===== src/rtl/glyph_scan_renderer_pkg.sv =====
// Shared glyph geometry, pixel colour type and blink state encoding for the glyph scan renderer.
package glyph_pkg;
    localparam int GLYPH_W  = 8;
    localparam int GLYPH_H  = 16;
    localparam int GLYPH_AW = 7;

    typedef logic [15:0] rgb565_t;
    typedef enum logic {SHOW, HIDE} blink_state_t;
endpackage


===== src/rtl/glyph_scan_renderer_if.sv =====
// Raster-in / pixel-out bundle of the glyph scan renderer, including the external glyph ROM port.
interface glyph_scan_renderer_if;
    import glyph_pkg::*;

    logic [9:0]          pix_x;
    logic [9:0]          pix_y;
    logic                pix_de;
    logic                hsync_in;
    logic                vsync_in;
    logic                blink_en;
    logic [GLYPH_AW-1:0] rom_addr;
    logic                rom_q;
    rgb565_t             rgb_out;
    logic                de_out;
    logic                hsync_out;
    logic                vsync_out;

    modport master (
        input  pix_x, pix_y, pix_de, hsync_in, vsync_in, blink_en, rom_q,
        output rom_addr, rgb_out, de_out, hsync_out, vsync_out
    );

    modport slave (
        output pix_x, pix_y, pix_de, hsync_in, vsync_in, blink_en, rom_q,
        input  rom_addr, rgb_out, de_out, hsync_out, vsync_out
    );
endinterface


===== src/rtl/glyph_scan_renderer_blink_ctrl.sv =====
// Frame-based blink controller: vsync rising-edge detect, frame counter and SHOW/HIDE state machine.
module glyph_blink_ctrl
    import glyph_pkg::*;
#(
    parameter int BLINK_FRAMES = 30
) (
    input  logic clock,
    input  logic reset,
    input  logic vsync_in,
    input  logic blink_en,
    output logic visible
);
    localparam int            CW   = (BLINK_FRAMES > 1) ? $clog2(BLINK_FRAMES) : 1;
    localparam logic [CW-1:0] LAST = CW'(BLINK_FRAMES - 1);

    logic          vsync_d;
    logic [CW-1:0] frame_cnt;
    blink_state_t  state;

    // State only moves on a frame boundary, so a glyph never changes mid-frame.
    always_ff @(posedge clock) begin
        if (reset) begin
            vsync_d   <= 1'b0;
            frame_cnt <= '0;
            state     <= SHOW;
        end else begin
            vsync_d <= vsync_in;
            if (vsync_in && !vsync_d) begin
                if (!blink_en) begin
                    frame_cnt <= '0;
                    state     <= SHOW;
                end else if (frame_cnt == LAST) begin
                    frame_cnt <= '0;
                    state     <= (state == SHOW) ? HIDE : SHOW;
                end else begin
                    frame_cnt <= frame_cnt + 1'b1;
                end
            end
        end
    end

    assign visible = (state == SHOW);
endmodule


===== src/rtl/glyph_scan_renderer.sv =====
// Glyph box renderer: raster position -> glyph ROM address -> RGB565, 3-cycle pipeline with aligned DE/syncs.
// Optional outline of the glyph box enabled by defining GLYPH_BORDER_EN.
module glyph_scan_renderer
    import glyph_pkg::*;
#(
    parameter int      GLYPH_X0     = 160,
    parameter int      GLYPH_Y0     = 120,
    parameter int      SCALE_LOG2   = 0,
    parameter rgb565_t FG_COLOR     = 16'hFFFF,
    parameter rgb565_t BG_COLOR     = 16'h0000,
    parameter int      BLINK_FRAMES = 30
) (
    input logic                   clock,
    input logic                   reset,
    glyph_scan_renderer_if.master bus
);
    localparam logic [10:0] X0    = 11'(GLYPH_X0);
    localparam logic [10:0] Y0    = 11'(GLYPH_Y0);
    localparam logic [10:0] BOX_W = 11'(GLYPH_W << SCALE_LOG2);
    localparam logic [10:0] BOX_H = 11'(GLYPH_H << SCALE_LOG2);

    function automatic rgb565_t pixel_color(input logic de, input logic hit, input logic force_fg);
        if (!de)                 return '0;
        else if (hit || force_fg) return FG_COLOR;
        else                     return BG_COLOR;
    endfunction

    logic       visible;
    logic [10:0] dx, dy;
    logic       in_box;
    logic [2:0] col;
    logic [3:0] row;

    glyph_blink_ctrl #(.BLINK_FRAMES(BLINK_FRAMES)) u_blink (
        .clock    (clock),
        .reset    (reset),
        .vsync_in (bus.vsync_in),
        .blink_en (bus.blink_en),
        .visible  (visible)
    );

    // 11-bit unsigned offsets: positions left/above the box wrap to huge values and fall outside.
    assign dx     = {1'b0, bus.pix_x} - X0;
    assign dy     = {1'b0, bus.pix_y} - Y0;
    assign in_box = bus.pix_de && (dx < BOX_W) && (dy < BOX_H);
    assign col    = 3'(dx >> SCALE_LOG2);
    assign row    = 4'(dy >> SCALE_LOG2);

    logic in_box_p1, de_p1, hs_p1, vs_p1, vis_p1;
    logic in_box_p2, de_p2, hs_p2, vs_p2, vis_p2;
`ifdef GLYPH_BORDER_EN
    logic border_p1, border_p2;
`endif

    always_ff @(posedge clock) begin
        if (reset) begin
            in_box_p1     <= 1'b0;
            de_p1         <= 1'b0;
            hs_p1         <= 1'b0;
            vs_p1         <= 1'b0;
            vis_p1        <= 1'b0;
            in_box_p2     <= 1'b0;
            de_p2         <= 1'b0;
            hs_p2         <= 1'b0;
            vs_p2         <= 1'b0;
            vis_p2        <= 1'b0;
            bus.rom_addr  <= '0;
            bus.rgb_out   <= '0;
            bus.de_out    <= 1'b0;
            bus.hsync_out <= 1'b0;
            bus.vsync_out <= 1'b0;
`ifdef GLYPH_BORDER_EN
            border_p1     <= 1'b0;
            border_p2     <= 1'b0;
`endif
        end else begin
            // stage 1: box decode and ROM address
            in_box_p1 <= in_box;
            de_p1     <= bus.pix_de;
            hs_p1     <= bus.hsync_in;
            vs_p1     <= bus.vsync_in;
            vis_p1    <= visible;
            if (in_box) bus.rom_addr <= {row, col};
`ifdef GLYPH_BORDER_EN
            border_p1 <= in_box && (col == 3'd0 || col == 3'(GLYPH_W - 1) ||
                                    row == 4'd0 || row == 4'(GLYPH_H - 1));
`endif
            // stage 2: wait alongside the ROM read
            in_box_p2 <= in_box_p1;
            de_p2     <= de_p1;
            hs_p2     <= hs_p1;
            vs_p2     <= vs_p1;
            vis_p2    <= vis_p1;
`ifdef GLYPH_BORDER_EN
            border_p2 <= border_p1;
`endif
            // stage 3: colour the pixel using the returned ROM bit
`ifdef GLYPH_BORDER_EN
            bus.rgb_out <= pixel_color(de_p2, in_box_p2 && vis_p2 && bus.rom_q, border_p2);
`else
            bus.rgb_out <= pixel_color(de_p2, in_box_p2 && vis_p2 && bus.rom_q, 1'b0);
`endif
            bus.de_out    <= de_p2;
            bus.hsync_out <= hs_p2;
            bus.vsync_out <= vs_p2;
        end
    end
endmodule


===== src/flat_wrapper.sv =====
// flat-port wrapper written by rule: the top's interface ports become plain ports
module glyph_scan_renderer_flat import glyph_pkg::*;
#(
    parameter int      GLYPH_X0     = 160,
    parameter int      GLYPH_Y0     = 120,
    parameter int      SCALE_LOG2   = 0,
    parameter rgb565_t FG_COLOR     = 16'hFFFF,
    parameter rgb565_t BG_COLOR     = 16'h0000,
    parameter int      BLINK_FRAMES = 30
)
  (clock, reset, bus_pix_x, bus_pix_y, bus_pix_de, bus_hsync_in, bus_vsync_in, bus_blink_en, bus_rom_q, bus_rom_addr, bus_rgb_out, bus_de_out, bus_hsync_out, bus_vsync_out);
  glyph_scan_renderer_if bus_i ();
  input logic clock;
  input logic reset;
  input wire logic [$bits(bus_i.pix_x)-1:0] bus_pix_x;
  input wire logic [$bits(bus_i.pix_y)-1:0] bus_pix_y;
  input wire logic [$bits(bus_i.pix_de)-1:0] bus_pix_de;
  input wire logic [$bits(bus_i.hsync_in)-1:0] bus_hsync_in;
  input wire logic [$bits(bus_i.vsync_in)-1:0] bus_vsync_in;
  input wire logic [$bits(bus_i.blink_en)-1:0] bus_blink_en;
  input wire logic [$bits(bus_i.rom_q)-1:0] bus_rom_q;
  output wire logic [$bits(bus_i.rom_addr)-1:0] bus_rom_addr;
  output wire logic [$bits(bus_i.rgb_out)-1:0] bus_rgb_out;
  output wire logic [$bits(bus_i.de_out)-1:0] bus_de_out;
  output wire logic [$bits(bus_i.hsync_out)-1:0] bus_hsync_out;
  output wire logic [$bits(bus_i.vsync_out)-1:0] bus_vsync_out;
  assign bus_i.pix_x = bus_pix_x;
  assign bus_i.pix_y = bus_pix_y;
  assign bus_i.pix_de = bus_pix_de;
  assign bus_i.hsync_in = bus_hsync_in;
  assign bus_i.vsync_in = bus_vsync_in;
  assign bus_i.blink_en = bus_blink_en;
  assign bus_i.rom_q = bus_rom_q;
  assign bus_rom_addr = bus_i.rom_addr;
  assign bus_rgb_out = bus_i.rgb_out;
  assign bus_de_out = bus_i.de_out;
  assign bus_hsync_out = bus_i.hsync_out;
  assign bus_vsync_out = bus_i.vsync_out;
  glyph_scan_renderer #(.GLYPH_X0(GLYPH_X0), .GLYPH_Y0(GLYPH_Y0), .SCALE_LOG2(SCALE_LOG2), .FG_COLOR(FG_COLOR), .BG_COLOR(BG_COLOR), .BLINK_FRAMES(BLINK_FRAMES)) u_core (.clock(clock), .reset(reset), .bus(bus_i));
endmodule

===== config.mk =====
export PLATFORM = sky130hd
export DESIGN_NAME = glyph_scan_renderer_flat
export DESIGN_NICKNAME = d
export VERILOG_FILES = /design/src/rtl/glyph_scan_renderer_pkg.sv /design/src/rtl/glyph_scan_renderer_if.sv /design/src/rtl/glyph_scan_renderer_blink_ctrl.sv /design/src/rtl/glyph_scan_renderer.sv /design/src/flat_wrapper.sv
export SDC_FILE = /design/constraint.sdc
export NUM_CORES = 1
export LEC_CHECK = 0
export ABC_AREA = 1
export BUFFER_PORTS_ARGS = -buffer_cell sky130_fd_sc_hd__buf_2
export CAP_MARGIN = 20
export CELL_PAD_IN_SITES_DETAIL_PLACEMENT = 1
export CELL_PAD_IN_SITES_GLOBAL_PLACEMENT = 1
export CORE_ASPECT_RATIO = 1.1
export CORE_UTILIZATION = 35
export CTS_CLUSTER_DIAMETER = 200
export DETAILED_ROUTE_END_ITERATION = 8
export PLACE_DENSITY = 0.8
export SETUP_SLACK_MARGIN = 0.02
export SKIP_LAST_GASP = 1
export SYNTH_ARGS = -nofsm -noshare
export SYNTH_HDL_FRONTEND = slang
export SYNTH_SLANG_ARGS = --single-unit

===== constraint.sdc =====
create_clock -name clock -period 2.7 [get_ports clock]
set_input_delay 0.27 -clock clock [delete_from_list [all_inputs] [get_ports clock]]
set_output_delay 0.27 -clock clock [all_outputs]
set_load 0.03 [all_outputs]

==> results.toml, run 1 <==
[min_path]
min-delay-path-class = "input pin to register"

[drt]
route.detailed.drc = 2
routed_wl_mm = 2.63
routedWlPerCell_um = 9.92
ant_nets = 0
viasPerCell = 4.29
drtPass1Iterations = 5
drt_iter0_drc = 14
num_vias = 1137

[critical_path]
crit_type = "register to primary output"
cpPeakStageDelay_ps = 540
crit_path_top_delay_cell = "dfxtp_1"
required_ps = 2430
critPathTopFamily = "flip-flops"
cp.arrival_ps = 1080
cp-start-kind = "register"
rrSetupSlack_ps = 1450
worstPathCellList = "buf_2"
crit_fanout = 16
cp.buffers_inverters = 1
critPathCaptureType = "primary output"

[placement]
port_buffers = 52
dp.final_hpwl_mm = 2.15
place_ws_ps = 1170
globalplace.congestion = 0.769

[floorplanning]
fp-row-count = 23
core_sq_mm = 0.00363
die_area_sq_mm = 0.00401
die_width_um = 60.4
dieHeight_um = 66.3
ioPinCount = 53
initial_core_util = 0.363

[sta]
skew_ps = 2.19
hold_viol = 0
drv_slew = 0
fin_ws_ps = 1350
worst_pin_slew_ps = 350
post-route-min-period_ps = 1350
slew_headroom = 0.767
finalSetupViolCount = 0
timing.fmax_ghz = 0.739
finalCritPeriodShare = 0.501
grt_setup_unrepaired = "false"
setup_tns_ps = 0

[outcome]
violations = "DRC"
outcome = "finished, violations left"

[yosys]
yosysUniqueCellTypes = 25
yosys_most_used_dff = "dfxtp_1"
synth_area_sq_mm = 0.00132
syn_avg_cell_area_sq_um = 7.51
synth.area.top_cells = "dfxtp_1 41%, inv_1 9.4%, nor2_1 9.4%"
ys_ff_latch = 27
ys_async_sr_fraction = 0
yosysTopAreaCell = "dfxtp_1"
yosys_warnings = 0
synthTopCellsByCount = "33 x inv_1, 33 x nor2_1, 27 x dfxtp_1, 24 x nand2_1, 15 x buf_4"
synth-edff-count = 0
yosysTopAreaCellShare = 0.411
synth-seq-area-share = 0.411
synthCells = 175
syn-num-nets = 205

[global_routing]
grt_pass1_wl_mm = 4.42
grt_pass1_vias = 1081
gr-total-overflow = 0
grt_usage = 0.145
antenna_found_initial = 0
grt_max_degree = 17

[layout]
layout-drive-gt1-share = 0.307
multi_input_area_sq_um = 524
fill_cells = 498
area_growth_pct = 19.1
regArea_sq_um = 541
nets = 246
antenna_cells = 0

[clocking]
clkTransAtPathRegs_ps = 90
postCtsSetupBuffers = 0
cts_tree = "built"
cts_buffers = 3
cts_buffer_depth = 2
post_cts_resized = 0
htree_levels = 1
ctsHoldBuffers = 0
numClockSinks = 27
insertion_delay_ps = 270
cts-root-buf = "clkbuf_8"

[pwr]
power_w = 0.000715
powerDensity_mw_per_mm2 = 457
power.leakage_nw = 0.881
ir_drop_mv = 0.238

[run]
drv_cap = 0
## where the power goes
part | switching, W | total, W | internal [W]
registers | 0.00000388 | 0.000412 | 0.000408
clock network | 0.000121 | 0.000226 | 0.000106
logic | 0.0000466 | 0.0000767 | 0.0000300
total | 0.000171 | 0.000715 | 0.000544
## per-stage QoR
stage                     cell area [sq um]  instances  hold WS [ps]  utilization
after floorplan                        1320        175           339            -
after detailed placement               1520        261           398        0.420
after global routing                   1570        265           220        0.432
after CTS                              1570        265           192        0.432
final                                  1570        265           199        0.432
after global placement                 1520        261           391        0.420
## metal layers
layer | part of all wire | track usage
met5 | 0 | 0
met4 | 0.014 | 0.0511
met3 | 0.047 | 0.0254
met2 | 0.47 | 0.258
met1 | 0.46 | 0.168
## registers in the layout (all words and copies together), names as in the netlist
name                      cells
u_core.bus.de_out             1
u_core.bus.hsync_out          1
u_core.bus.rgb_out            1
u_core.bus.rom_addr           7
u_core.bus.vsync_out          1
u_core.de_p1                  1
u_core.de_p2                  1
u_core.hs_p1                  1
u_core.hs_p2                  1
u_core.in_box_p1              1
u_core.in_box_p2              1
u_core.u_blink.frame_cnt      5
u_core.u_blink.state          1
u_core.vis_p1                 1
u_core.vis_p2                 1
u_core.vs_p1                  1
u_core.vs_p2                  1
## worst paths after layout
path	from	to	depth (start not counted)
setup reg to reg	u_core.u_blink.frame_cnt[0]	u_core.u_blink.frame_cnt[4]	5
setup / recovery	u_core.bus.rgb_out[14]	bus_rgb_out[15]	1
hold reg to reg	u_core.vs_p2	u_core.bus.vsync_out	2
hold / removal	bus_hsync_in	u_core.hs_p1	3
## cells by family (layout without fill, tap and decap cells)
logic type      count (synthesis)  in the layout  synth area share
simple gates                   87             87             0.337
buf+inv                        51             91             0.190
flops                          27             27             0.411
compound gates                  6              6            0.0266
fa+ha+maj                       3              3            0.0285
xor+xnor                        1              1           0.00666
## layout make-up
class                           count  area share
Clock buffer                        4      0.0288
Tap cell                           50      0.0399
Sequential cell                    27       0.345
Inverter                           35      0.0855
Timing Repair Buffer               52       0.166
Multi-Input combinational cell     97       0.335
## placed cells by master (no fill, tap or decap)
cell	count
dfxtp_1	27
nand3b_1	1
clkinv_1	1
xnor2_1	1
nand2_2	1
ha_1	3
o211a_1	1
buf_2	52
nor2_4	1
o21ai_0	1
nor2_8	2
nor3_2	1
nor2_2	2
nor2_1	33
and3_1	1
nand4_1	8
nand3_2	3
inv_4	1
clkbuf_1	1
clkbuf_8	3
nand2_1	24
nor3b_1	2
nand3_1	5
inv_1	33
nor3_1	3
a21oi_1	4
Power figures use the tool's default switching activity.
==> inputs of run 2 (changes only) <==
- CORE_UTILIZATION: 35 -> 30
- PLACE_DENSITY: 0.8 -> 0.73
- clock period: 2.7 -> 1.14 ns (I/O delays scaled with it)
==> results.toml, run 2 (synthesized netlist as in run 1, its figures left out) <==
[drt]
routedWlPerCell_um = 10.5
drtPass1Iterations = 3
routed_wl_mm = 2.94
route.detailed.drc = 0
viasPerCell = 4.36
num_vias = 1216
ant_nets = 0
drt_iter0_drc = 24

[pwr]
powerDensity_mw_per_mm2 = 1010
ir_drop_mv = 0.429
power_w = 0.00177
power.leakage_nw = 0.972

[layout]
largest_register = "u_core.bus.rom_addr"
layout-drive-gt1-share = 0.432
reg_top3 = "u_core.bus.rom_addr (7), u_core.u_blink.frame_cnt (5)"
final_common_cell = "buf_2"
nets = 258
final_cell_mix = "52 x buf_2, 32 x nor2_1, 30 x inv_1"
fill_cells = 536
antenna_cells = 0
area_growth_pct = 33.5
largest_register_ff_count = 7

[floorplanning]
dieHeight_um = 71.4
die_area_sq_mm = 0.00465
ioPinCount = 53
core_sq_mm = 0.00408
initial_core_util = 0.322
die_width_um = 65.1
fp-row-count = 24

[clocking]
htree_levels = 1
numClockSinks = 27
cts_tree = "built"
cts_buffer_depth = 2
clkTransAtPathRegs_ps = 100
cts-root-buf = "clkbuf_8"
cts_buffers = 3
insertion_delay_ps = 280

[critical_path]
cp-startpoint = "u_core.u_blink.frame_cnt[1]"
rrSetupSlack_ps = 30
ff2ff_path_depth = 7
required_ps = 1350
crit_end = "u_core.u_blink.frame_cnt[2]"
crit_type = "register to register"
crit_fanout = 4
r2r-end = "u_core.u_blink.frame_cnt[2]"
cp-start-kind = "register"
critPathCaptureType = "register"
cp.arrival_ps = 1330
r2r-start = "u_core.u_blink.frame_cnt[1]"

[min_path]
hp-start = "bus_hsync_in"
min-delay-path-class = "input pin to register"

[global_routing]
grt.busiest_layer = "met2"
grt_pass1_wl_mm = 4.79
gr-total-overflow = 0
grt_max_degree = 17
use_met1 = 0.148
grt_util_met3 = 0.0191
antenna_found_initial = 0
grt_pass1_vias = 1163
grt_usage = 0.130
gr-usage-met2 = 0.242

[placement]
globalplace.congestion = 0.796
dp.final_hpwl_mm = 2.30
port_buffers = 52

[sta]
finalCritPeriodShare = 0.977
hold_viol = 0
skew_ps = 9.76
finalSetupViolCount = 0
timing.hold.ws_ps = 28.2
post-route-min-period_ps = 1110
drv_slew = 0
grt_setup_unrepaired = "true"
worst_pin_slew_ps = 331
slew_headroom = 0.778
timing.fmax_ghz = 0.898

[outcome]
outcome = "complete, no violations"

[run]
drv_cap = 0
run 2: cell types whose count changed in the layout (fill, tap and decap cells not counted), sizes merged:
cell	delta
buf	+12
clkbuf	-1
clkinvlp	+1
run 2: report_power, final:
group / switching [W] / internal (W)
Sequential: 0.0000105 / 0.000965
Clock: 0.000307 / 0.000248
Combinational: 0.000134 / 0.000105
Total: 0.000452 / 0.00132
run 2: layout make-up:
cell class              count  area, sq um  share of cell area
clock inverters             1         7.51             0.00428
repair buffers             64          350               0.200
multi-input cells          97          604               0.344
clock buffers               3         41.3              0.0235
well taps                  52         65.1              0.0371
inverters                  35          136              0.0777
flip-flops and latches     27          551               0.314
run 2: worst min path at each step:
stage	cells past startpoint	endpoint
3_3_place_gp	3	u_core.hs_p1
4_1_cts	3	u_core.hs_p1
3_5_place_dp	3	u_core.hs_p1
6_report	3	u_core.hs_p1
5_1_grt	3	u_core.hs_p1
2_1_floorplan	1	u_core.u_blink.frame_cnt[1]
run 2: through the flow:
step / TNS [ps] / std cells / utilization / cell area (sq um) / setup slack, ps
2_1_floorplan: 0 / 175 / - / 1330 / 40.2
3_3_place_gp: -791 / 270 / 0.389 / 1590 / -98.5
3_5_place_dp: -1250 / 270 / 0.389 / 1590 / -158
4_1_cts: 0 / 276 / 0.412 / 1680 / 3.91
5_1_grt: -89.9 / 279 / 0.430 / 1760 / -40.4
6_report: 0 / 279 / 0.430 / 1760 / 26.4
run 2: worst max-delay path: stages, from the launching register on:
cell and delay (ps):
dfxtp_2 360, inv_2 50, ha_4 150, nand4_1 80
nand2_2 80, nand2_2 90, nand2_4 70, nor3b_2 170
run 2: layer usage:
metal,vias up,routed length [um]
met5,-,0
met1,557,1250
met4,0,44
met3,4,119
li1,621,-
met2,34,1520
run 2: timing repair:
action                                  in CTS  in global routing
endpoints found under the hold margin        0                  0
hold buffers                                 0                  0
buffers inserted                             2                  3
resized for setup                           12                 14
endpoints found under the setup margin      22                 12
pin swaps                                    5                  8
